--- src/rtl/bsg_nonsynth_mem_initiator_tester_pkg.sv ---
// Manycore link types shared by the memory initiator tester.
// Packet/return opcodes, load info and flat link layouts.
package bsg_nonsynth_mem_initiator_tester_pkg;

  localparam int reg_id_width_gp   = 5;
  localparam int op_width_gp       = 4;
  localparam int ret_type_width_gp = 2;
  localparam int table_els_gp      = 32;

  typedef enum logic [3:0] {
    e_remote_load    = 4'd0,
    e_remote_store   = 4'd1,
    e_remote_sw      = 4'd2,
    e_cache_op       = 4'd3,
    e_remote_amoswap = 4'd4,
    e_remote_amoadd  = 4'd5
  } bsg_manycore_packet_op_e;

  typedef enum logic [1:0] {
    e_return_credit   = 2'd0,
    e_return_int_wb   = 2'd1,
    e_return_float_wb = 2'd2,
    e_return_ifetch   = 2'd3
  } bsg_manycore_return_packet_type_e;

  typedef struct packed {
    logic       float_wb;
    logic       icache_fetch;
    logic       is_unsigned_op;
    logic       is_byte_op;
    logic       is_hex_op;
    logic [1:0] part_sel;
  } bsg_manycore_load_info_s;

  // request: {addr, op_v2, reg_id, payload,
  //           src_y, src_x, dest_y, dest_x}
  function automatic int packet_width(
    int addr_w, int data_w, int x_w, int y_w
  );
    return addr_w + op_width_gp + reg_id_width_gp
         + data_w + 2 * (x_w + y_w);
  endfunction

  // return: {pkt_type, data, reg_id, y_cord, x_cord}
  function automatic int return_width(
    int data_w, int x_w, int y_w
  );
    return ret_type_width_gp + data_w
         + reg_id_width_gp + x_w + y_w;
  endfunction

endpackage

--- src/rtl/bsg_nonsynth_mem_initiator_tester_endpoint.sv ---
// Link endpoint: small request and return queues.
// link_out={fwd_v,fwd_pkt,rev_ready}; link_in={fwd_ready,rev_v,rev_pkt}.
module bsg_nonsynth_mem_initiator_tester_endpoint #(
  parameter int pkt_w_p    = 97,
  parameter int ret_w_p    = 53,
  parameter int fifo_els_p = 4
) (
  input  logic               clk,
  input  logic               rst,
  input  logic [ret_w_p+1:0] link_in,
  output logic [pkt_w_p+1:0] link_out,
  input  logic               out_v,
  input  logic [pkt_w_p-1:0] out_packet,
  output logic               out_ready,
  output logic               ret_v,
  output logic [ret_w_p-1:0] ret_packet,
  input  logic               ret_yumi
);

  localparam int ptr_w_lp = $clog2(fifo_els_p);
  localparam int cnt_w_lp = $clog2(fifo_els_p + 1);
  localparam logic [cnt_w_lp-1:0] full_lp =
    cnt_w_lp'(fifo_els_p);
  localparam logic [ptr_w_lp-1:0] last_lp =
    ptr_w_lp'(fifo_els_p - 1);

  function automatic logic [ptr_w_lp-1:0] bump(
    input logic [ptr_w_lp-1:0] p
  );
    return (p == last_lp) ? '0 : p + ptr_w_lp'(1);
  endfunction

  logic [pkt_w_p-1:0]  fwd_mem [fifo_els_p];
  logic [ptr_w_lp-1:0] fwd_wp, fwd_rp;
  logic [cnt_w_lp-1:0] fwd_cnt;
  logic [ret_w_p-1:0]  rev_mem [fifo_els_p];
  logic [ptr_w_lp-1:0] rev_wp, rev_rp;
  logic [cnt_w_lp-1:0] rev_cnt;

  logic fwd_ready, fwd_enq, fwd_deq;
  logic rev_in_v, rev_ready, rev_enq, rev_deq;

  assign fwd_ready = link_in[ret_w_p+1];
  assign rev_in_v  = link_in[ret_w_p];

  assign out_ready = (fwd_cnt != full_lp);
  assign fwd_enq   = out_v & out_ready;
  assign fwd_deq   = (fwd_cnt != '0) & fwd_ready;

  assign rev_ready = (rev_cnt != full_lp);
  assign rev_enq   = rev_in_v & rev_ready;
  assign ret_v     = (rev_cnt != '0);
  assign rev_deq   = ret_yumi & ret_v;

  assign ret_packet = rev_mem[rev_rp];
  assign link_out   = {fwd_cnt != '0,
                       fwd_mem[fwd_rp],
                       rev_ready};

  // request queue pointers and occupancy
  always_ff @(posedge clk or posedge rst) begin
    if (rst) begin
      fwd_wp  <= '0;
      fwd_rp  <= '0;
      fwd_cnt <= '0;
    end else begin
      if (fwd_enq) fwd_wp <= bump(fwd_wp);
      if (fwd_deq) fwd_rp <= bump(fwd_rp);
      fwd_cnt <= fwd_cnt + cnt_w_lp'(fwd_enq)
                         - cnt_w_lp'(fwd_deq);
    end
  end

  // request queue storage
  always_ff @(posedge clk) begin
    if (fwd_enq) fwd_mem[fwd_wp] <= out_packet;
  end

  // return queue pointers and occupancy
  always_ff @(posedge clk or posedge rst) begin
    if (rst) begin
      rev_wp  <= '0;
      rev_rp  <= '0;
      rev_cnt <= '0;
    end else begin
      if (rev_enq) rev_wp <= bump(rev_wp);
      if (rev_deq) rev_rp <= bump(rev_rp);
      rev_cnt <= rev_cnt + cnt_w_lp'(rev_enq)
                         - cnt_w_lp'(rev_deq);
    end
  end

  // return queue storage
  always_ff @(posedge clk) begin
    if (rev_enq) rev_mem[rev_wp] <= link_in[ret_w_p-1:0];
  end

endmodule

--- src/rtl/bsg_nonsynth_mem_initiator_tester.sv ---
// Writes a pattern to one remote memory, reads it back
// and counts bad or unexpected return packets.
module bsg_nonsynth_mem_initiator_tester
  import bsg_nonsynth_mem_initiator_tester_pkg::*;
#(
  parameter int          data_width_p   = 32,
  parameter int          addr_width_p   = 28,
  parameter int          x_cord_width_p = 7,
  parameter int          y_cord_width_p = 7,
  parameter int          num_words_p    = 256,
  parameter int          base_addr_p    = 0,
  parameter int          max_out_p      = 16,
  parameter logic [31:0] seed_p         = 32'h5A5A_0F0F,
  localparam int pkt_w_lp = packet_width(addr_width_p,
    data_width_p, x_cord_width_p, y_cord_width_p),
  localparam int ret_w_lp = return_width(data_width_p,
    x_cord_width_p, y_cord_width_p)
) (
  input  logic                      clk_i,
  input  logic                      reset_i,
  input  logic [ret_w_lp+1:0]       link_sif_i,
  output logic [pkt_w_lp+1:0]       link_sif_o,
  input  logic [x_cord_width_p-1:0] my_x_i,
  input  logic [y_cord_width_p-1:0] my_y_i,
  input  logic [x_cord_width_p-1:0] dest_x_i,
  input  logic [y_cord_width_p-1:0] dest_y_i,
  input  logic                      start_i,
  output logic                      busy_o,
  output logic                      done_o,
  output logic                      error_o,
  output logic [15:0]               err_count_o
);

  typedef enum logic [2:0] {
    S_IDLE, S_WRITE, S_WDRAIN, S_READ, S_RDRAIN, S_DONE
  } state_e;

  localparam int idx_w_lp =
    (num_words_p > 1) ? $clog2(num_words_p) : 1;
  localparam int cred_w_lp = $clog2(max_out_p + 1);
  localparam int cord_w_lp = x_cord_width_p + y_cord_width_p;
  localparam logic [cred_w_lp-1:0] max_cred_lp =
    cred_w_lp'(max_out_p);
  localparam logic [idx_w_lp-1:0] last_idx_lp =
    idx_w_lp'(num_words_p - 1);

  function automatic logic [data_width_p-1:0] pattern(
    input logic [idx_w_lp-1:0] i
  );
    logic [31:0] p;
    p = (32'(i) * 32'h9E37_79B1) ^ seed_p;
    return data_width_p'(p);
  endfunction

  state_e state_r, state_n;
  logic [idx_w_lp-1:0]        idx_r;
  logic [cred_w_lp-1:0]       credits_r;
  logic [reg_id_width_gp-1:0] tag_r;
  logic [table_els_gp-1:0]    tbl_v_r;
  logic [idx_w_lp-1:0]        tbl_idx_r [table_els_gp];
  logic [15:0]                err_r;

  logic                out_v, out_ready;
  logic [pkt_w_lp-1:0] out_pkt;
  logic                ret_v, ret_yumi;
  logic [ret_w_lp-1:0] ret_pkt;

  bsg_nonsynth_mem_initiator_tester_endpoint #(
    .pkt_w_p   (pkt_w_lp),
    .ret_w_p   (ret_w_lp),
    .fifo_els_p(4)
  ) endpoint (
    .clk       (clk_i),
    .rst       (reset_i),
    .link_in   (link_sif_i),
    .link_out  (link_sif_o),
    .out_v     (out_v),
    .out_packet(out_pkt),
    .out_ready (out_ready),
    .ret_v     (ret_v),
    .ret_packet(ret_pkt),
    .ret_yumi  (ret_yumi)
  );

  logic issue_phase, read_phase, write_st, live;
  logic fire, last, start_ok;

  assign write_st    = (state_r == S_WRITE);
  assign issue_phase = write_st || (state_r == S_READ);
  assign read_phase  = (state_r == S_READ)
                    || (state_r == S_RDRAIN);
  assign live        = issue_phase || read_phase
                    || (state_r == S_WDRAIN);
  assign start_ok    = start_i && ((state_r == S_IDLE)
                    || (state_r == S_DONE));

  assign out_v = issue_phase && (credits_r != '0);
  assign fire  = out_v && out_ready;
  assign last  = (idx_r == last_idx_lp);

  bsg_manycore_load_info_s     load_info;
  logic [data_width_p-1:0]     payload;
  logic [op_width_gp-1:0]      op;
  logic [addr_width_p-1:0]     addr;

  assign load_info = '0;
  assign payload = write_st ? pattern(idx_r)
                            : data_width_p'(load_info);
  assign op   = write_st ? e_remote_sw : e_remote_load;
  assign addr = addr_width_p'(base_addr_p)
              + addr_width_p'(idx_r);
  assign out_pkt = {addr, op, tag_r, payload,
                    my_y_i, my_x_i, dest_y_i, dest_x_i};

  logic [ret_type_width_gp-1:0] ret_type, exp_type;
  logic [data_width_p-1:0]      ret_data;
  logic [reg_id_width_gp-1:0]   ret_id;
  logic [cord_w_lp-1:0]         ret_cords;
  logic                         unused_cords;
  logic hit_v, ret_hit, ret_credit, ret_err;
  logic [idx_w_lp-1:0]          hit_idx;

  assign {ret_type, ret_data, ret_id, ret_cords} = ret_pkt;
  assign unused_cords = ^ret_cords;

  // returns are always taken; outside a run they vanish
  assign ret_yumi   = ret_v;
  assign ret_hit    = ret_v && live;
  assign hit_v      = tbl_v_r[ret_id];
  assign hit_idx    = tbl_idx_r[ret_id];
  assign exp_type   = read_phase ? e_return_int_wb
                                 : e_return_credit;
  assign ret_credit = ret_hit && hit_v
                   && (credits_r != max_cred_lp);
  assign ret_err = ret_hit && (!hit_v
                || (credits_r == max_cred_lp)
                || (ret_type != exp_type)
                || (read_phase
                    && ret_data != pattern(hit_idx)));

  // state register
  always_ff @(posedge clk_i or posedge reset_i) begin
    if (reset_i) state_r <= S_IDLE;
    else         state_r <= state_n;
  end

  // phase sequencing
  always_comb begin
    state_n = state_r;
    unique case (state_r)
      S_IDLE, S_DONE:
        if (start_i) state_n = S_WRITE;
      S_WRITE:
        if (fire && last) state_n = S_WDRAIN;
      S_WDRAIN:
        if (credits_r == max_cred_lp) state_n = S_READ;
      S_READ:
        if (fire && last) state_n = S_RDRAIN;
      S_RDRAIN:
        if (credits_r == max_cred_lp) state_n = S_DONE;
      default: state_n = S_IDLE;
    endcase
  end

  // word index, tag and credit tracking
  always_ff @(posedge clk_i or posedge reset_i) begin
    if (reset_i) begin
      idx_r     <= '0;
      tag_r     <= '0;
      credits_r <= max_cred_lp;
    end else if (start_ok) begin
      idx_r     <= '0;
      tag_r     <= '0;
      credits_r <= max_cred_lp;
    end else begin
      if (fire) begin
        idx_r <= last ? '0 : idx_r + idx_w_lp'(1);
        tag_r <= tag_r + reg_id_width_gp'(1);
      end
      if (fire && !ret_credit)
        credits_r <= credits_r - cred_w_lp'(1);
      else if (!fire && ret_credit)
        credits_r <= credits_r + cred_w_lp'(1);
    end
  end

  // in-flight valid bits; a new issue beats a clear
  always_ff @(posedge clk_i or posedge reset_i) begin
    if (reset_i) begin
      tbl_v_r <= '0;
    end else if (start_ok) begin
      tbl_v_r <= '0;
    end else begin
      if (ret_hit) tbl_v_r[ret_id] <= 1'b0;
      if (fire)    tbl_v_r[tag_r]  <= 1'b1;
    end
  end

  // word index carried by each in-flight tag
  always_ff @(posedge clk_i) begin
    if (fire) tbl_idx_r[tag_r] <= idx_r;
  end

  // saturating error count, cleared by a new run
  always_ff @(posedge clk_i or posedge reset_i) begin
    if (reset_i)       err_r <= '0;
    else if (start_ok) err_r <= '0;
    else if (ret_err && err_r != 16'hFFFF)
      err_r <= err_r + 16'd1;
  end

  assign busy_o      = live;
  assign done_o      = (state_r == S_DONE);
  assign err_count_o = err_r;
  assign error_o     = (err_r != 16'd0);

endmodule

--- config.mk ---
export PLATFORM = sky130hd
export DESIGN_NAME = bsg_nonsynth_mem_initiator_tester
export DESIGN_NICKNAME = d
export VERILOG_FILES = /design/src/rtl/bsg_nonsynth_mem_initiator_tester_pkg.sv /design/src/rtl/bsg_nonsynth_mem_initiator_tester_endpoint.sv /design/src/rtl/bsg_nonsynth_mem_initiator_tester.sv
export SDC_FILE = /design/constraint.sdc
export NUM_CORES = 1
export LEC_CHECK = 0
export ABC_AREA = 1
export BUFFER_PORTS_ARGS = -buffer_cell sky130_fd_sc_hd__buf_2
export CORE_ASPECT_RATIO = 1.5
export CORE_MARGIN = 2
export CORE_UTILIZATION = 40
export CTS_BUF_LIST = sky130_fd_sc_hd__clkbuf_16
export CTS_CLUSTER_SIZE = 12
export DETAILED_ROUTE_END_ITERATION = 8
export GPL_ROUTABILITY_DRIVEN = 0
export GPL_TIMING_DRIVEN = 0
export MAX_ROUTING_LAYER = met4
export PLACE_DENSITY = 0.55
export SLEW_MARGIN = 20
export SYNTH_ARGS = -nofsm -noshare
export SYNTH_HDL_FRONTEND = slang
export SYNTH_HIERARCHICAL = 1
export SYNTH_SLANG_ARGS = --single-unit
--- constraint.sdc ---
create_clock -name clk_i -period 7.2 [get_ports clk_i]
set_input_delay 1.44 -clock clk_i [delete_from_list [all_inputs] [get_ports clk_i]]
set_output_delay 1.44 -clock clk_i [all_outputs]
set_load 0.02 [all_outputs]
-- Word level (Yosys, flattened, before mapping)
Memory sizes are Yosys's and may differ from the RTL's.
Index checks and enable logic that the tools add are counted.
W data, S select, Z words.
- register bits after elaboration: 83
- RAM bits: 768
- memories: 3
- output and inout bits: 118
- equality and inequality tests: 22
- reduce and logical (&&, ||, !) cells: 35
- $mul: 2
- order comparisons: 4
- mux-type cells: 39
- bitwise gates (word level): 8
- add/subtract/negate cells: 13
- memory list (name ; depth ; bits a word ; rd ports ; clocked after Yosys merged registers in ; write ports ; RTL line ; text):
    endpoint.fwd_mem ; 4 ; 75 ; 1 ; 0 ; 1 ; bsg_nonsynth_mem_initiator_tester_endpoint.sv:33 ; logic [pkt_w_p-1:0] fwd_mem [fifo_els_p];
    tbl_idx_r ; 32 ; 8 ; 1 ; 0 ; 1 ; bsg_nonsynth_mem_initiator_tester.sv:60 ; logic [idx_w_lp-1:0] tbl_idx_r [table_els_gp];
    endpoint.rev_mem ; 4 ; 53 ; 1 ; 0 ; 1 ; bsg_nonsynth_mem_initiator_tester_endpoint.sv:36 ; logic [ret_w_p-1:0] rev_mem [fifo_els_p];
- operator list (operator ; count):
    $mux W32 ; 5
    $mul A8 B32 Y32 const B ; 2
    $and A32 B32 Y32 ; 1
    $mux W16 ; 2
    $ne A32 B32 Y1 ; 1
    $not A16 Y16 ; 2
    $not A32 Y32 ; 1
    $or A32 B32 Y32 ; 1
    $mux W5 ; 5
    $mux W8 ; 3
    $add A16 B1 Y16 const B ; 1
    $ne A16 B16 Y1 const B ; 1
    $reduce_bool A16 Y1 ; 1
    $mux W3 ; 5
    $pmux W3 S5 ; 1
    $logic_and A1 B1 Y1 ; 14
    $lt A5 B6 Y1 const B ; 2
    $add A5 B1 Y5 const B ; 2
    $demux W1 S5 ; 2
    $ge A5 B1 Y1 const B ; 2
    $mux W1 ; 10
    $mux W2 ; 5
    $reduce_bool A3 Y1 ; 3
    $add A2 B1 Y2 const B ; 4
    24 further kinds ; 47

-- Longest topological paths before layout
Gate-level depths: netlist of run 1.
An unclocked memory read counts as a cell.
- depth in word-level cells: 12
- depth in mapped cells: 48
- mapped depth without buffers: 42

-- Hierarchy
Netlist of run 1, hierarchy kept.
- by module, submodules not included (module ; cells an instance ; area each (um2) ; instances):
    bsg_nonsynth_mem_initiator_tester_endpoint ; 1863 ; 24456.0 ; 1
    bsg_nonsynth_mem_initiator_tester ; 2262 ; 21259.1 ; 1

-- Least setup slack after synthesis of run 1
Ideal clock, no wire load.
- path type: register to register
- start point: register endpoint.rev_rp[0]
- end point: register err_r[6], in the netlist err_count_o[6]
- path slack: 0.463 ns
- library setup time: 0.066 ns
- data required time: 7.134 ns
- arrival: 6.672 ns
- stages on the path, launching flop included: 42
- path buffers: 8
- path through: dfrtp_1 -> buf_2 -> buf_2 -> buf_2 -> o211ai_1 -> nand2_1 -> buf_6 -> nand2_8 -> inv_2 -> buf_2 -> clkbuf_1 -> clkbuf_1 -> a22oi_1 -> nand2_1 -> a221oi_1 -> nand2_1 -> fa_1 -> inv_1 -> (+6 left out) -> nor2_1 -> nand2_1 -> nor2_1 -> nand2_1 -> nand3_1 -> nand2_1 -> nand3b_1 -> nand2_1 -> nor2_1 -> nand2_1 -> nor2_1 -> nand3_1 -> nand2_1 -> nand2_2 -> nand2_4 -> buf_6 -> nand3_1 -> nand2_1
- word-level cells in the longest chain between the ends: 10
- elaborated cells between the ends (all ways): 16
- classes of those cells: mul (1); eq/ne (2); mux (2); bitwise (1); reduce/logical (8); memory (2)
- RTL lines (item ; RTL line ; text):
    from (decl) ; bsg_nonsynth_mem_initiator_tester_endpoint.sv:37 ; logic [ptr_w_lp-1:0] rev_wp, rev_rp;
    from (signal assigned) ; bsg_nonsynth_mem_initiator_tester_endpoint.sv:87 ; if (rev_deq) rev_rp <= bump(rev_rp);
    $mem_v2 Z4 W53 * ; -- ;
    via ret_pkt[14] ; bsg_nonsynth_mem_initiator_tester.sv:66 ; logic [ret_w_lp-1:0] ret_pkt;
    $mem_v2 Z32 W8 or $bmux W1 S5 (tied branches) ; -- ;
    $mul A8 B32 Y32 or $mux W1 (tied branches) ; bsg_nonsynth_mem_initiator_tester.sv:51, bsg_nonsynth_mem_initiator_tester.sv:129 ;
    $not A16 Y16 (no line) or $logic_not A1 Y1 (tied branches) ; -- ;
    $ne A32 B32 Y1 or $logic_or A1 B1 Y1 (tied branches) ; bsg_nonsynth_mem_initiator_tester.sv:139, bsg_nonsynth_mem_initiator_tester.sv:136 ;
    $logic_and A1 B1 Y1 or $logic_or A1 B1 Y1 (tied branches) ; bsg_nonsynth_mem_initiator_tester.sv:139, bsg_nonsynth_mem_initiator_tester.sv:137 ;
    $logic_or A1 B1 Y1 * ; bsg_nonsynth_mem_initiator_tester.sv:138 ; || (read_phase
    $logic_and A1 B1 Y1 * ; bsg_nonsynth_mem_initiator_tester.sv:135 ; assign ret_err = ret_hit && (!hit_v
    $logic_and A1 B1 Y1 * ; bsg_nonsynth_mem_initiator_tester.sv:208 ; else if (ret_err && err_r != 16'hFFFF)
    $reduce_bool A2 Y1 (no line) * ; -- ;
    to (signal assigned) ; bsg_nonsynth_mem_initiator_tester.sv:209 ; err_r <= err_r + 16'd1;
    to (decl) ; bsg_nonsynth_mem_initiator_tester.sv:61 ; logic [15:0] err_r;
Mark *: on every way through the listed nets, which the timed path passes. The rest lies on a longest branch. The select of a mux whose other input is x is not followed.
A chain may end at the register's enable or synchronous reset.

-- Final worst setup path of run 1
- start point: register endpoint.rev_rp[0]
- end point: register err_r[4], in the netlist err_count_o[4]
The elaborated chain is that of the path after synthesis.

==> flow_summary.json, run 1 <==
{
  "fin_hold_ws_ns": 0.5084,
  "grt_use_total_pct": 22.55,
  "synthCells": 3967,
  "crit_top_cell": "nand2_1",
  "die_h_um": 408.1,
  "io_pins": 204,
  "routed_wirelength_um": 122700,
  "grt-ovfl-total": 0,
  "antenna_found_initial": 5,
  "cts.sinks": 883,
  "wl_per_cell_um": 20.65,
  "ys_warn_count": 6,
  "portBuffers": 189,
  "clk_latency_ns": 0.71,
  "syn-mean-instance-area_um2": 10.98,
  "final.min_clock_period_ns": 7.241,
  "layout_commonest_cell": "nand2_1",
  "startpoint_type": "register",
  "grt_setup_unrepaired": "yes",
  "fmax_ghz": 0.1381,
  "setup_ws_ns": -0.04102,
  "final_cell_mix": "nand2_1, edfxtp_1, inv_1, o211ai_1, buf_2",
  "setup_tns_ns": -0.2024,
  "core_region_area_um2": 108100,
  "num_vias": 29832,
  "grt_pass1_wl_um": 182700,
  "via_per_inst": 5.020,
  "numCtsBuffers": 89,
  "hpwl_um": 87430,
  "critPathArrivalTime_ns": 7.88,
  "ant_nets": 0,
  "tightest_slew_ns": 1.154,
  "clk_path_buf_depth": 3,
  "grt_max_degree": 46,
  "r2r_cells": 42,
  "cp-end-kind": "register",
  "dieWidth_um": 273.4,
  "start_util_pct": 40.26,
  "hold_path.class": "register to register",
  "synth_area_um2": 43540,
  "cp_slowest_cell": "fa_2",
  "clk_pin_slew_ns": 0.06,
  "status": "complete, but fails checks",
  "area_growth_pct": 20.09,
  "worstPathRequired_ns": 7.84,
  "hold_buffers": 0,
  "finish.net_count": 4803,
  "violations": "setup timing",
  "skew_ns": 0.03840,
  "slowest_delay_ns": 0.68,
  "maxCapViolations": 0,
  "finalCritPeriodShare_pct": 100.6,
  "drt-initial-drc-count": 2074,
  "slew_headroom_pct": 22.81,
  "setup_viol": 9,
  "num_rows": 148,
  "holdPathStages": 1,
  "cp_max_fo": 10,
  "worstSetupPathType": "register to register",
  "cts_tree": "done",
  "root_buffer": "clkbuf_16",
  "h-tree-depth": 3,
  "die_area_um2": 111600,
  "num-fill-cells": 9849,
  "route.detailed.drc": 0,
  "drive_above_1_share_pct": 16.68,
  "rrSetupSlack_ns": -0.04,
  "final_hold_viol_count": 0,
  "drv_slew": 0,
  "drt-pass1-iter-count": 5,
  "grt_pass1_vias": 29812
}
worst max-delay path, delay by kind of cell, from the launching register on:
kind / cells / cell delay (ns)
buf+inv: 11 / 1.44
flops: 1 / 0.39
simple gates: 22 / 2.11
fa+ha+maj: 5 / 2.43
compound gates: 4 / 0.76
final cells by class:
class | count | area (µm²) | area share [%]
antenna | 4 | 10.01 | 0.01914
buffer | 152 | 1059 | 2.024
clock buffer | 90 | 2252 | 4.307
clock inverter | 65 | 416.7 | 0.7968
inverter | 623 | 2370 | 4.532
multi-input combinational | 2397 | 15700 | 30.02
sequential | 883 | 26110 | 49.93
tap | 1425 | 1783 | 3.410
timing repair buffer | 304 | 2595 | 4.962
sequential cells by signal (all words and copies together) (netlist names):
signal            count
state_r               3
endpoint/fwd_rp       2
credits_r             5
endpoint/fwd_cnt      3
endpoint/fwd_wp       2
endpoint/rev_rp       2
tbl_v_r              32
tag_r                 5
endpoint/rev_wp       2
endpoint/rev_mem    156
err_count_o          16
endpoint/rev_cnt      3
tbl_idx_r           256
endpoint/fwd_mem    388
idx_r                 8
per-layer routing:
metal | global-route usage, % | vias to the layer above | wire length (µm)
li1 | - | 14281 | -
met1 | 26.14 | 14633 | 48200
met2 | 39.29 | 706 | 64270
met3 | 3.146 | 212 | 5641
met4 | 8.866 | 0 | 4592
met5 | - | - | 0
stage by stage:
step | util [%] | worst slack (ns) | instance area (µm²) | instances
after floorplan | - | 0.4912 | 43880 | 4058
after detailed placement | 44.12 | -2.314 | 47720 | 5714
after global placement | 43.10 | -2.237 | 46610 | 5672
final | 48.35 | -0.04102 | 52290 | 5943
after global routing | 48.35 | -0.3616 | 52290 | 5942
after CTS | 47.88 | 0.0006635 | 51780 | 5918
path summary, 6_finish.rpt:
path                                startpoint                  end
max                         endpoint/rev_rp[0]       err_count_o[4]
min                        endpoint/rev_cnt[0]  endpoint/rev_cnt[0]
max reg2reg                 endpoint/rev_rp[0]       err_count_o[4]
min reg2reg                endpoint/rev_cnt[0]  endpoint/rev_cnt[0]
max in group asynchronous              reset_i   endpoint/fwd_rp[0]
min in group asynchronous              reset_i         credits_r[1]
repair_timing:
| item | 4_1_cts | 5_1_grt |
|---|---|---|
| hold endpoints to repair | 0 | 0 |
| cloned | 4 | 2 |
| pin swaps | 59 | 53 |
| setup buffers | 47 | 20 |
| resized for setup | 221 | 88 |
| endpoints found under the setup margin | 16 | 16 |
Power of run 1 is not shown: default switching activity piles up to over one toggle a cycle in this logic, so the estimate is an artifact.
==> run 2, diff against run 1 <==
--- a/config.mk
+++ b/config.mk
@@ -5,7 +5,6 @@
 export SDC_FILE = /design/constraint.sdc
 export NUM_CORES = 1
 export LEC_CHECK = 0
-export ABC_AREA = 1
 export BUFFER_PORTS_ARGS = -buffer_cell sky130_fd_sc_hd__buf_2
 export CORE_ASPECT_RATIO = 1.5
 export CORE_MARGIN = 2
==> run 2 against run 1 <==
  * The run still ends with setup timing left
  * Sequential share of layout area is 3.7 points higher
  * First-iteration DRC count is 20% lower
  * Via count is 21% lower
  * Non-clock buffer count is 87 lower
  * Setup slack worse by 0.73 ns
  * Critical endpoint is now err_count_o[6]
  * Largest cell class unchanged
==> flow_summary.json, run 2 <==
{
  "status": "complete, but fails checks",
  "violations": "setup timing",
  "tightest_slew_ns": 0.9274,
  "antenna_found_initial": 9,
  "grt-ovfl-total": 0,
  "crit_top_cell": "buf_12",
  "hpwl_um": 75450,
  "skew_ns": 0.03439,
  "clk_path_buf_depth": 3,
  "finish.net_count": 3333,
  "synth_area_um2": 41380,
  "final_area_um2": 48680,
  "crit_end": "err_count_o[6]",
  "largest-register": "endpoint/fwd_mem",
  "io_pins": 204,
  "grt_pass1_vias": 25272,
  "area_growth_pct": 17.65,
  "fmax_ghz": 0.1255,
  "finalCritPeriodShare_pct": 110.7,
  "wl_per_cell_um": 23.87,
  "maxCapViolations": 0,
  "wl_met2_um": 58650,
  "die_h_um": 397.9,
  "num_vias": 23622,
  "num_rows": 144,
  "crit_start": "endpoint/rev_rp[0]",
  "syn-mean-instance-area_um2": 16.34,
  "grt_use_total_pct": 20.38,
  "via_per_inst": 5.414,
  "start_util_pct": 40.29,
  "path_delay_family": "adder cells",
  "met3_length_um": 5123,
  "routed_wirelength_um": 104100,
  "drt-pass1-iter-count": 5,
  "final_util_pct": 47.41,
  "synthCells": 2532,
  "worstSetupPathType": "register to register",
  "portBuffers": 189,
  "core_region_area_um2": 102700,
  "layout_commonest_cell": "edfxtp_1",
  "drv_slew": 0,
  "grt_setup_unrepaired": "yes",
  "setup_ws_ns": -0.7702,
  "critPathArrivalTime_ns": 8.53,
  "largestRegisters": "endpoint/fwd_mem x388, tbl_idx_r x256, endpoint/rev_mem x156",
  "drt-initial-drc-count": 1649,
  "drive_above_1_share_pct": 24.72,
  "grt_max_degree": 57,
  "clk_latency_ns": 0.69,
  "numCtsBuffers": 88,
  "cp-end-kind": "register",
  "ant_nets": 0,
  "dieWidth_um": 266.6,
  "path_buf_inv": 14,
  "clk_pin_slew_ns": 0.06,
  "setup_viol": 16,
  "num-fill-cells": 8844,
  "final_cell_mix": "edfxtp_1, inv_1, buf_2, mux4_2, ha_1",
  "cp_max_fo": 6,
  "r2r_cells": 33,
  "hold_path.class": "register to register",
  "cts_tree": "done",
  "h-tree-depth": 3,
  "route.detailed.drc": 0,
  "final.min_clock_period_ns": 7.970,
  "rrSetupSlack_ns": -0.77,
  "largest_reg_flops": 388,
  "met1_length_um": 36240,
  "die_area_um2": 106100,
  "slowest_delay_ns": 0.59,
  "slew_headroom_pct": 37.36,
  "top_layer": "met4",
  "worstPathRequired_ns": 7.76,
  "root_buffer": "clkbuf_16",
  "r2r-start": "endpoint/rev_rp[0]",
  "worstReg2RegEnd": "err_count_o[6]",
  "ys_warn_count": 6,
  "cp_slowest_cell": "fa_2",
  "startpoint_type": "register",
  "dpl_cell_area_um2": 44970,
  "cp.depth": 33,
  "cts.sinks": 883,
  "hold_buffers": 0,
  "grt_pass1_wl_um": 156300,
  "final_hold_viol_count": 0
}
[run 2: changes by cell type in the layout (fill, tap and decap cells not counted), sizes merged, moves of 20 or more]
cell,change
nand2,-935
nand3,-80
buf,-85
mux4,+171
o22ai,+27
o211ai,-262
mux2i,+72
xnor2,+32
inv,-429
and3,+20
nor2,-76
a22oi,-58
[run 2: area by class of cell]
class / instances / area (µm²) / share of cell area (%)
flip-flops and latches: 883 / 26110 / 53.63
multi-input cells: 1447 / 14860 / 30.53
clock buffers: 88 / 2202 / 4.523
repair buffers: 275 / 2007 / 4.122
well taps: 1314 / 1644 / 3.377
inverters: 191 / 729.5 / 1.498
plain buffers: 94 / 674.4 / 1.385
clock inverters: 64 / 436.7 / 0.8969
diodes: 7 / 17.52 / 0.03598
[run 2: timing repair]
| action | CTS | global route |
|---|---|---|
| pin swaps | 30 | 29 |
| endpoints found under the hold margin | 0 | 0 |
| setup endpoints to repair | 16 | 16 |
| setup buffers | 47 | 17 |
| resized for setup | 97 | 49 |
| gates cloned | 3 | 0 |
[run 2: worst min-delay path by stage]
stage | cells past startpoint | to | from | slack, ns
global placement | 1 | endpoint/rev_cnt[0] | endpoint/rev_cnt[0] | 0.50
CTS | 1 | endpoint/rev_cnt[0] | endpoint/rev_cnt[0] | 0.54
detailed placement | 1 | endpoint/rev_cnt[0] | endpoint/rev_cnt[0] | 0.52
floorplan | 0 | endpoint/fwd_mem[0][62] | tag_r[2] | 0.47
finish | 1 | endpoint/fwd_cnt[0] | endpoint/fwd_cnt[0] | 0.53
global route | 2 | tbl_v_r[30] | tbl_v_r[30] | 0.56
[run 2: worst reg2reg max path: cells and delay by family, from the launching register on]
| kind | cells | cell delay, ns |
|---|---|---|
| flops | 1 | 0.40 |
| compound gates | 4 | 1.07 |
| mux | 4 | 1.22 |
| fa+ha+maj | 5 | 2.13 |
| buf+inv | 14 | 1.80 |
| simple gates | 6 | 1.23 |
[run 2: layer usage]
layer | track usage [%] | vias up
li1 | - | 10531
met1 | 20.41 | 12122
met2 | 38.72 | 742
met3 | 3.363 | 227
met4 | 8.387 | 0
met5 | - | -
[run 2: per-stage QoR]
step	instances	hold WS (ns)	TNS (ns)	setup WS, ns
floorplan	2623	0.4742	-6.734	-0.4978
global placement	4126	0.4962	-45.88	-2.937
detailed placement	4146	0.5234	-47.73	-3.055
CTS	4342	0.5367	-11.93	-0.7952
global route	4363	0.5640	-14.22	-0.9476
finish	4363	0.5330	-11.74	-0.7702
Power of run 2 is left out for the same reason.
